--- config.mk ---
export PLATFORM = sky130hd
export DESIGN_NAME = clock_divider
export DESIGN_NICKNAME = d
export VERILOG_FILES = /design/src/rtl/clock_divider_pkg.sv /design/src/rtl/clock_divider.sv
export SDC_FILE = /design/constraint.sdc
export NUM_CORES = 1
export LEC_CHECK = 0
export ABC_AREA = 1
export ABC_CLOCK_PERIOD_IN_PS = 800
export BUFFER_PORTS_ARGS = -buffer_cell sky130_fd_sc_hd__buf_4
export CAP_MARGIN = 25
export CORE_AREA = 3 3 40 42
export CTS_CLUSTER_SIZE = 10
export DETAILED_ROUTE_END_ITERATION = 8
export DIE_AREA = 0 0 43 45
export MAX_ROUTING_LAYER = met4
export PLACE_DENSITY = 0.3
export SLEW_MARGIN = 20
export SYNTH_ARGS = -nofsm -noshare
export SYNTH_HDL_FRONTEND = slang
export SYNTH_SLANG_ARGS = --single-unit
export TNS_END_PERCENT = 30
--- constraint.sdc ---
create_clock -name clock -period 0.8 [get_ports clock]
set_input_delay 0.12 -clock clock [delete_from_list [all_inputs] [get_ports clock]]
set_output_delay 0.12 -clock clock [all_outputs]
set_load 0.05 [all_outputs]
--- src/rtl/clock_divider_pkg.sv ---
`default_nettype none
// ============================================================================
//  Module   : clock_divider_pkg
//  Brief    : Shared real-time-clock timing constants and the helpers used to
//             derive the divide ratio and counter width from them.
//  Revision : 1.0 - initial release
// ============================================================================
package clock_divider_pkg;

  // System clock feeding the RTC controller, in Hz.
  localparam int unsigned RTC_CLOCK_SPEED_HZ = 50_000_000;

  // Period of the RTC resolution tick, in ns.
  localparam int unsigned RTC_RESOLUTION_NS  = 100;

  // Nanoseconds per second; the product hz * ns must be a multiple of this.
  localparam longint unsigned NS_PER_S = 64'd1_000_000_000;

  // Counter width able to hold 0 .. div-1, never narrower than one bit.
  function automatic int unsigned rtc_cnt_width(input longint unsigned div);
    int unsigned w;
    w = $clog2(div);
    return (w < 1) ? 1 : w;
  endfunction

endpackage : clock_divider_pkg
`default_nettype wire

--- src/rtl/clock_divider.sv ---
`default_nettype none
// ============================================================================
//  Module   : clock_divider
//  Brief    : Divides the system clock by DIV = hz * res_ns / 1e9 and drives a
//             registered, free-running divided clock. High for floor(DIV/2)
//             cycles, low for the rest of each period.
//  Revision : 1.0 - initial release
// ============================================================================
module clock_divider
  import clock_divider_pkg::*;
#(
  parameter int unsigned CLOCK_SPEED_HZ = RTC_CLOCK_SPEED_HZ,
  parameter int unsigned RTC_RESOLUTION = RTC_RESOLUTION_NS
) (
  input  logic clock,
  input  logic reset,
  output logic clock_div
);

  // Product done in 64 bits: 50e6 * 100 already overflows 32 bits.
  localparam longint unsigned PRODUCT = 64'(CLOCK_SPEED_HZ) * 64'(RTC_RESOLUTION);
  localparam longint unsigned DIV_L   = PRODUCT / NS_PER_S;
  localparam int unsigned     DIV     = 32'(DIV_L);
  localparam int unsigned     HIGH    = DIV / 2;
  localparam int unsigned     CW      = rtc_cnt_width(DIV_L);

  // Counter compare values, sized to the counter to keep widths exact.
  localparam logic [CW-1:0]   LAST_C  = CW'(DIV - 1);
  localparam logic [CW-1:0]   HIGH_C  = CW'(HIGH);

  // Reject ratios that are fractional or too small to toggle.
  if ((PRODUCT % NS_PER_S) != 64'd0) begin : g_bad_ratio
    $error("clock_divider: CLOCK_SPEED_HZ*RTC_RESOLUTION is not a multiple of 1e9");
  end
  if (DIV_L < 64'd2) begin : g_bad_div
    $error("clock_divider: divide ratio must be at least 2");
  end

  logic [CW-1:0] cnt_q;
  logic [CW-1:0] cnt_d;
  logic          clock_div_q;
  logic          clock_div_d;

  // Next phase and next output level derived from the pre-edge phase.
  always_comb begin
    cnt_d       = cnt_q;
    clock_div_d = 1'b0;
    if (cnt_q == LAST_C) begin
      cnt_d = '0;
    end else begin
      cnt_d = cnt_q + CW'(1);
    end
    clock_div_d = (cnt_q < HIGH_C);
  end

  // Phase counter and output register; reset restarts the waveform.
  always_ff @(posedge clock) begin
    if (reset) begin
      cnt_q       <= '0;
      clock_div_q <= 1'b0;
    end else begin
      cnt_q       <= cnt_d;
      clock_div_q <= clock_div_d;
    end
  end

  assign clock_div = clock_div_q;

endmodule : clock_divider
`default_nettype wire

### Word-level counts from Yosys, hierarchy flattened

Index checks and enable logic that the tools add are counted.

* memory bits (read-only): 0
* register bits after elaboration: 4
* memory bits (writable): 0
* input port bits: 2
* latch bits: 0
* word-level logic and storage cells: 6
* memories kept: 0
* output and inout bits: 1

* shifts and indexed selects: 0
* $lt $le $gt $ge: 1
* add/sub/neg operators: 1
* equal/unequal tests: 1
* $mul: 0
* mux-type cells: 0
* reduce and logical (&&, ||, !) cells: 1
* divide/modulo/power cells: 0
* bitwise operators: 0

Operators by type and width (number)
* adder 3 x 1 -> 3 bit (second input constant): 1
* equality test 3 bit (second input constant): 1
* < comparator 3 x 2 -> 1 bit (second input constant): 1
* OR reduction 2 bit: 1

### Depth between registers and ports, before layout

Gate-level depths: netlist (run 1).

* depth after elaboration: 2
* gate-level depth with buffers: 5
* mapped depth without buffers: 5

### Worst setup path before layout (run 1)

OpenSTA, ideal clock, no wires.

* path type: reg2reg
* start: register cnt_q[0]
* end: register cnt_q[1]
* stages on the path, launching flop included: 5
* arrival: 716 ps
* library setup time: 114 ps
* buffers on the path: 0
* setup slack: -30 ps
* path through: dfxtp_1 inv_1 ha_1 inv_1 nor2_1

* longest elaborated chain between the ends: 2

RTL lines
* from (decl): line clock_divider.sv:39 `logic [CW-1:0] cnt_q;`
* from (signal assigned): line clock_divider.sv:62 `cnt_q <= cnt_d;`
* branches (longest 2 deep; another with adder 3 x 1 -> 3 bit)

Several ways; the timed one is not identified.
A chain may end at the register's enable or synchronous reset.

### Worst setup path after layout (run 1)

* start: register clock_div_q (netlist: clock_div)
* end: output port clock_div

RTL lines
* from (decl): line clock_divider.sv:41 `logic clock_div_q;`
* from (signal assigned): line clock_divider.sv:63 `clock_div_q <= clock_div_d;`
* to (decl): line clock_divider.sv:17 `output logic clock_div`

No word-level cell between the ends.

==> results of run 1 <==
[timing repair]
item	in CTS	in global routing
hold buffers	0	0
cloned	0	0
gates resized for setup	9	4
buffers inserted	0	1
pin swaps	4	3
setup endpoints to repair	4	4
[Yosys cell counts]
cell type	count	area, sq um
dfxtp_1	4	80.1
nor3_1	1	5.00
nor2_2	1	6.26
inv_1	6	22.5
ha_1	2	25.0
nor2_1	2	7.51
nand2_1	5	18.8
[sequential cells by signal (all words and copies together) (netlist names)]
register	flops
cnt_q	3
clock_div	1
[routing by layer]
metal / share of wire [%] / up-vias
li1: - / 72
met1: 41 / 52
met2: 51 / 2
met3: 7.7 / 0
met4: 0 / 0
met5: 0 / -
[logic make-up (layout without fill, tap and decap cells)]
family | count (synthesis) | count (layout) | synth area share [%]
simple gates | 9 | 9 | 22.7
buf+inv | 6 | 12 | 13.6
flops | 4 | 4 | 48.5
fa+ha+maj | 2 | 2 | 15.1
[layout make-up]
class                   count  area [sq um]
clock buffers               3          22.5
inverters                   6          22.5
well taps                  15          18.8
flip-flops and latches      4          83.8
multi-input cells          11          92.6
repair buffers              3          30.0
fillers                   141          1010
[where the power goes]
part / internal, W / total (W) / switching [W]
registers: 0.000228 / 0.000250 / 0.0000220
logic: 0.0000678 / 0.000139 / 0.0000715
clock network: 0.000168 / 0.000254 / 0.0000863
total: 0.000464 / 0.000643 / 0.000180
[through the flow]
step	area, sq um	hold WS (ns)
floorplan	168	0.191
global placement	201	0.297
detailed placement	201	0.289
CTS	249	0.0307
global route	270	0.0287
finish	270	0.0376
[how the worst min path moves through the flow]
stage / end / cells past startpoint
after floorplan: clock_div / 1
after global placement: clock_div / 2
after detailed placement: clock_div / 2
after CTS: clock_div / 2
after global routing: clock_div / 2
final: clock_div / 2
==> summary.txt, run 1 <==
Worst min path class: input pin to flip-flop
Violated checks: negative setup slack
Core ar.: 0.00128 sq mm
Clock sinks: 4
Mapped Area: 165 sq um
Initial antenna violation count: 0
Power density over cell area: 2380 mW/mm^2
Worst reg2reg path depth: 5
Crit Path Max Fanout: 1
CTS clk-pin slew, worst paths: 0.04 ns
Status: complete, but fails checks
Sequential area share after synthesis: 48.5%
M3 GR Usage: 4.78%
CP bufs+invs: 1
GR peak layer: met2
Routed len/inst: 7.71 um
Period Utilization, post-route: 102%
Die Ht: 45 um
Crit path from: clock_div
Kind of start point of the critical path: flip-flop
Worst reg2reg startpoint: cnt_q[1]
Crit path largest cell delay: 0.32 ns
Number of cells on the critical path: 1
First-pass GRT wire length: 510 um
Distinct cells, synth: 7
Root Buffer: clkbuf_4
Dpl cells: 38
Fraction of layout cells with a size suffix above 1: 63.0%
Starting Density: 12.9%
#FFs+latches synth: 4
GR Util All Layers: 4.72%
Delay-heaviest family, CP: flip-flops
Port-buffer cells: 2
Unrepaired setup endpoints after global routing: true
Antenna fix cells: 0
DR iter-0 viols: 1
Final ANT Viol Nets: 0
Final core occ: 21.0%
GRT met1 Usage: 3.13%
Routed vias/inst: 3.00
Clock period minus worst slack: 0.813 ns
Post-Syn Instances: 21
Worst IR Drop VDD: 0.495 mV
Slew Limit Fails: 0
Final worst slack: -0.0135 ns
Slew headroom: 86.6%
Total grt overflow: 0
CTS tree: yes
DRC Markers: 0
Max H-tree Level: 1
Setup crit end: clock_div
Area grow syn2layout: 63.6%
Number of global-route vias before repair: 138
Place WS: -0.0515 ns
Layout Cells excl Fill: 42
Routed WL: 324 um
Worst-Skew Late Latency: 0.24 ns
DIE WIDTH: 43 um
Worst endpoint required time: 0.68 ns
Number of max-cap violations: 0
Vias: 126
Crit path arrival time: 0.69 ns
FF-to-FF setup slack: -0.01 ns
CP max stage cell: dfxtp_2
Pwr Total: 0.000643 W
GR met2 Demand/Resource: 6.29%
LEAKAGE: 0.124 nW
Final setup vio count: 2
Crit path cell chain: buf_8
Worst clock skew: 0.00244 ns
Synthesized area per cell: 7.86 sq um
Hold Vio Cnt, Final: 0
CP endpoint kind: output port
Critical R2R Capture: cnt_q[1]
Most frequent cells in the layout: inv_2 (3), inv_1 (3), nand2_1 (3), clkbuf_4 (3), dfxtp_2 (3)
TNS Setup: -0.0242 ns
Ys Warns: 0
Max Clk Rate: 1.23 GHz
Hold Startpoint: reset
IO Count: 3
GP Congestion: 0.688
Total CTS buffers: 3
Worst slew pin tran: 0.200 ns
DRT Pass-1 Iters: 2
Cell Rows: 13
Die area: 0.00194 sq mm
Pin count of the biggest net entering global routing: 5
WS Path Type: flip-flop to output port
Longest Clk Path Bufs: 2
Synth Net Count: 25
Final net count: 33
No activity file was read; power rests on OpenSTA's default activity.
==> run 2: changes to the inputs <==
--- a/config.mk
+++ b/config.mk
@@ -7,12 +7,12 @@
 export LEC_CHECK = 0
 export ABC_AREA = 1
 export ABC_CLOCK_PERIOD_IN_PS = 800
-export BUFFER_PORTS_ARGS = -buffer_cell sky130_fd_sc_hd__buf_4
 export CAP_MARGIN = 25
 export CORE_AREA = 3 3 40 42
 export CTS_CLUSTER_SIZE = 10
 export DETAILED_ROUTE_END_ITERATION = 8
 export DIE_AREA = 0 0 43 45
+export DONT_BUFFER_PORTS = 1
 export MAX_ROUTING_LAYER = met4
 export PLACE_DENSITY = 0.3
 export SLEW_MARGIN = 20
==> run 2 against run 1 <==
Effect of this change: the flow still finishes with violations (negative setup slack); routed wire length is 8.6% lower; first-iteration DRC count is 100% higher; flip-flop and latch count did not move; via count up 9.5%; cell count unchanged; critical path type unchanged.
==> summary.txt, run 2 (same netlist as run 1, synthesis figures left out) <==
Crit path largest cell delay: 0.33 ns
Worst endpoint required time: 0.68 ns
Port-buffer cells: 0
Layout Cells excl Fill: 42
Power density over cell area: 2220 mW/mm^2
Routed vias/inst: 3.29
Die area: 0.00194 sq mm
Final net count: 33
Max Clk Rate: 1.23 GHz
Clock sinks: 4
Total CTS buffers: 3
CP max stage cell: dfxtp_2
First-pass GRT wire length: 552 um
Worst IR Drop VDD: 0.656 mV
Worst slew pin tran: 0.199 ns
Clock period minus worst slack: 0.813 ns
DRC Markers: 0
Slew Limit Fails: 0
Pwr Total: 0.000655 W
DRT Pass-1 Iters: 2
LEAKAGE: 0.127 nW
DR iter-0 viols: 2
Final ANT Viol Nets: 0
Unrepaired setup endpoints after global routing: true
IO Count: 3
Antenna fix cells: 0
Area grow syn2layout: 78.8%
DIE WIDTH: 43 um
Routed len/inst: 7.05 um
CP endpoint kind: output port
Core ar.: 0.00128 sq mm
Slew headroom: 86.7%
Pin count of the biggest net entering global routing: 5
Final core occ: 23.0%
Fraction of layout cells with a size suffix above 1: 59.3%
Starting Density: 12.9%
Max H-tree Level: 1
Initial antenna violation count: 0
Worst reg2reg startpoint: cnt_q[1]
Longest Clk Path Bufs: 2
GR peak layer: met3
Crit Path Max Fanout: 1
Final setup vio count: 3
Crit path cell chain: buf_12
Hold Startpoint: reset
Max FFs per register: 3
M3 GR Usage: 6.37%
Most frequent cells in the layout: inv_1 (3), nand2_1 (3), clkbuf_4 (3)
Final worst slack: -0.0135 ns
CP bufs+invs: 1
Top reg by flops: cnt_q
Routed WL: 296 um
Hold Vio Cnt, Final: 0
CTS tree: yes
Crit path from: clock_div
Worst reg2reg path depth: 5
Number of global-route vias before repair: 148
Worst clock skew: 0.00404 ns
Worst hold path depth: 3
GP Congestion: 0.651
Crit path arrival time: 0.69 ns
Critical R2R Capture: cnt_q[1]
WS Path Type: flip-flop to output port
Placed cell area: 214 sq um
Post-route cell area: 295 sq um
Delay-heaviest family, CP: flip-flops
Worst min path class: input pin to flip-flop
Dpl cells: 38
Status: complete, but fails checks
Vias: 138
Kind of start point of the critical path: flip-flop
Hold Path End: cnt_q[2]
FF-to-FF setup slack: -0.01 ns
Cell Rows: 13
Number of max-cap violations: 0
Total grt overflow: 0
# Post-CTS Setup Buffers: 0
GR met2 Demand/Resource: 5.99%
Violated checks: negative setup slack
GRT met1 Usage: 3.13%
GR Util All Layers: 4.71%
CTS clk-pin slew, worst paths: 0.04 ns
Die Ht: 45 um
Period Utilization, post-route: 102%
Worst-Skew Late Latency: 0.23 ns
Root Buffer: clkbuf_4
-- run 2: final cells by class --
type                            count  area [sq um]
Tap cell                           15          18.8
Clock buffer                        3          22.5
Multi-Input combinational cell     11           103
Fill cell                         140           990
Inverter                            6          25.0
Timing Repair Buffer                3          37.5
Sequential cell                     4          88.8
-- run 2: per-layer routing --
layer / share of wire (%) / up-vias
met5: 0 / -
met4: 0 / 0
met2: 47 / 6
met1: 37 / 60
met3: 15 / 0
li1: - / 72
-- run 2: timing repair --
item	CTS	global route
endpoints found under the hold margin	1	0
setup endpoints to repair	4	4
hold buffers	1	0
pin swaps	4	3
gates resized for setup	9	6
-- run 2: stage by stage --
step | hold slack (ns) | setup slack [ns] | setup TNS (ns)
4_1_cts | 0.0634 | -0.0241 | -0.0514
2_1_floorplan | 0.191 | -0.00897 | -0.00897
6_report | 0.0764 | -0.0135 | -0.0228
5_1_grt | 0.0713 | -0.0571 | -0.184
3_5_place_dp | 0.196 | -0.0728 | -0.202
3_3_place_gp | 0.195 | -0.0524 | -0.139
-- run 2: worst max path at each step --
| stage | slack, ns | endpoint | cells after the start |
|---|---|---|---|
| finish | -0.01 | clock_div | 1 |
| global route | -0.06 | cnt_q[1] | 5 |
| CTS | -0.02 | clock_div | 1 |
| detailed placement | -0.07 | cnt_q[1] | 5 |
| global placement | -0.05 | cnt_q[1] | 5 |
| floorplan | -0.009 | cnt_q[1] | 4 |
-- run 2: worst reg2reg max path, cell delays in order, from the launching register on --
cell and delay, ns:
dfxtp_4 0.37, inv_4 0.04, ha_4 0.15, nand2_4 0.05, nand2_4 0.05, nor2_1 0.08
-- run 2: power by group --
part	switching, W	internal [W]
registers	0.0000297	0.000228
logic	0.0000702	0.0000803
clock network	0.0000796	0.000168
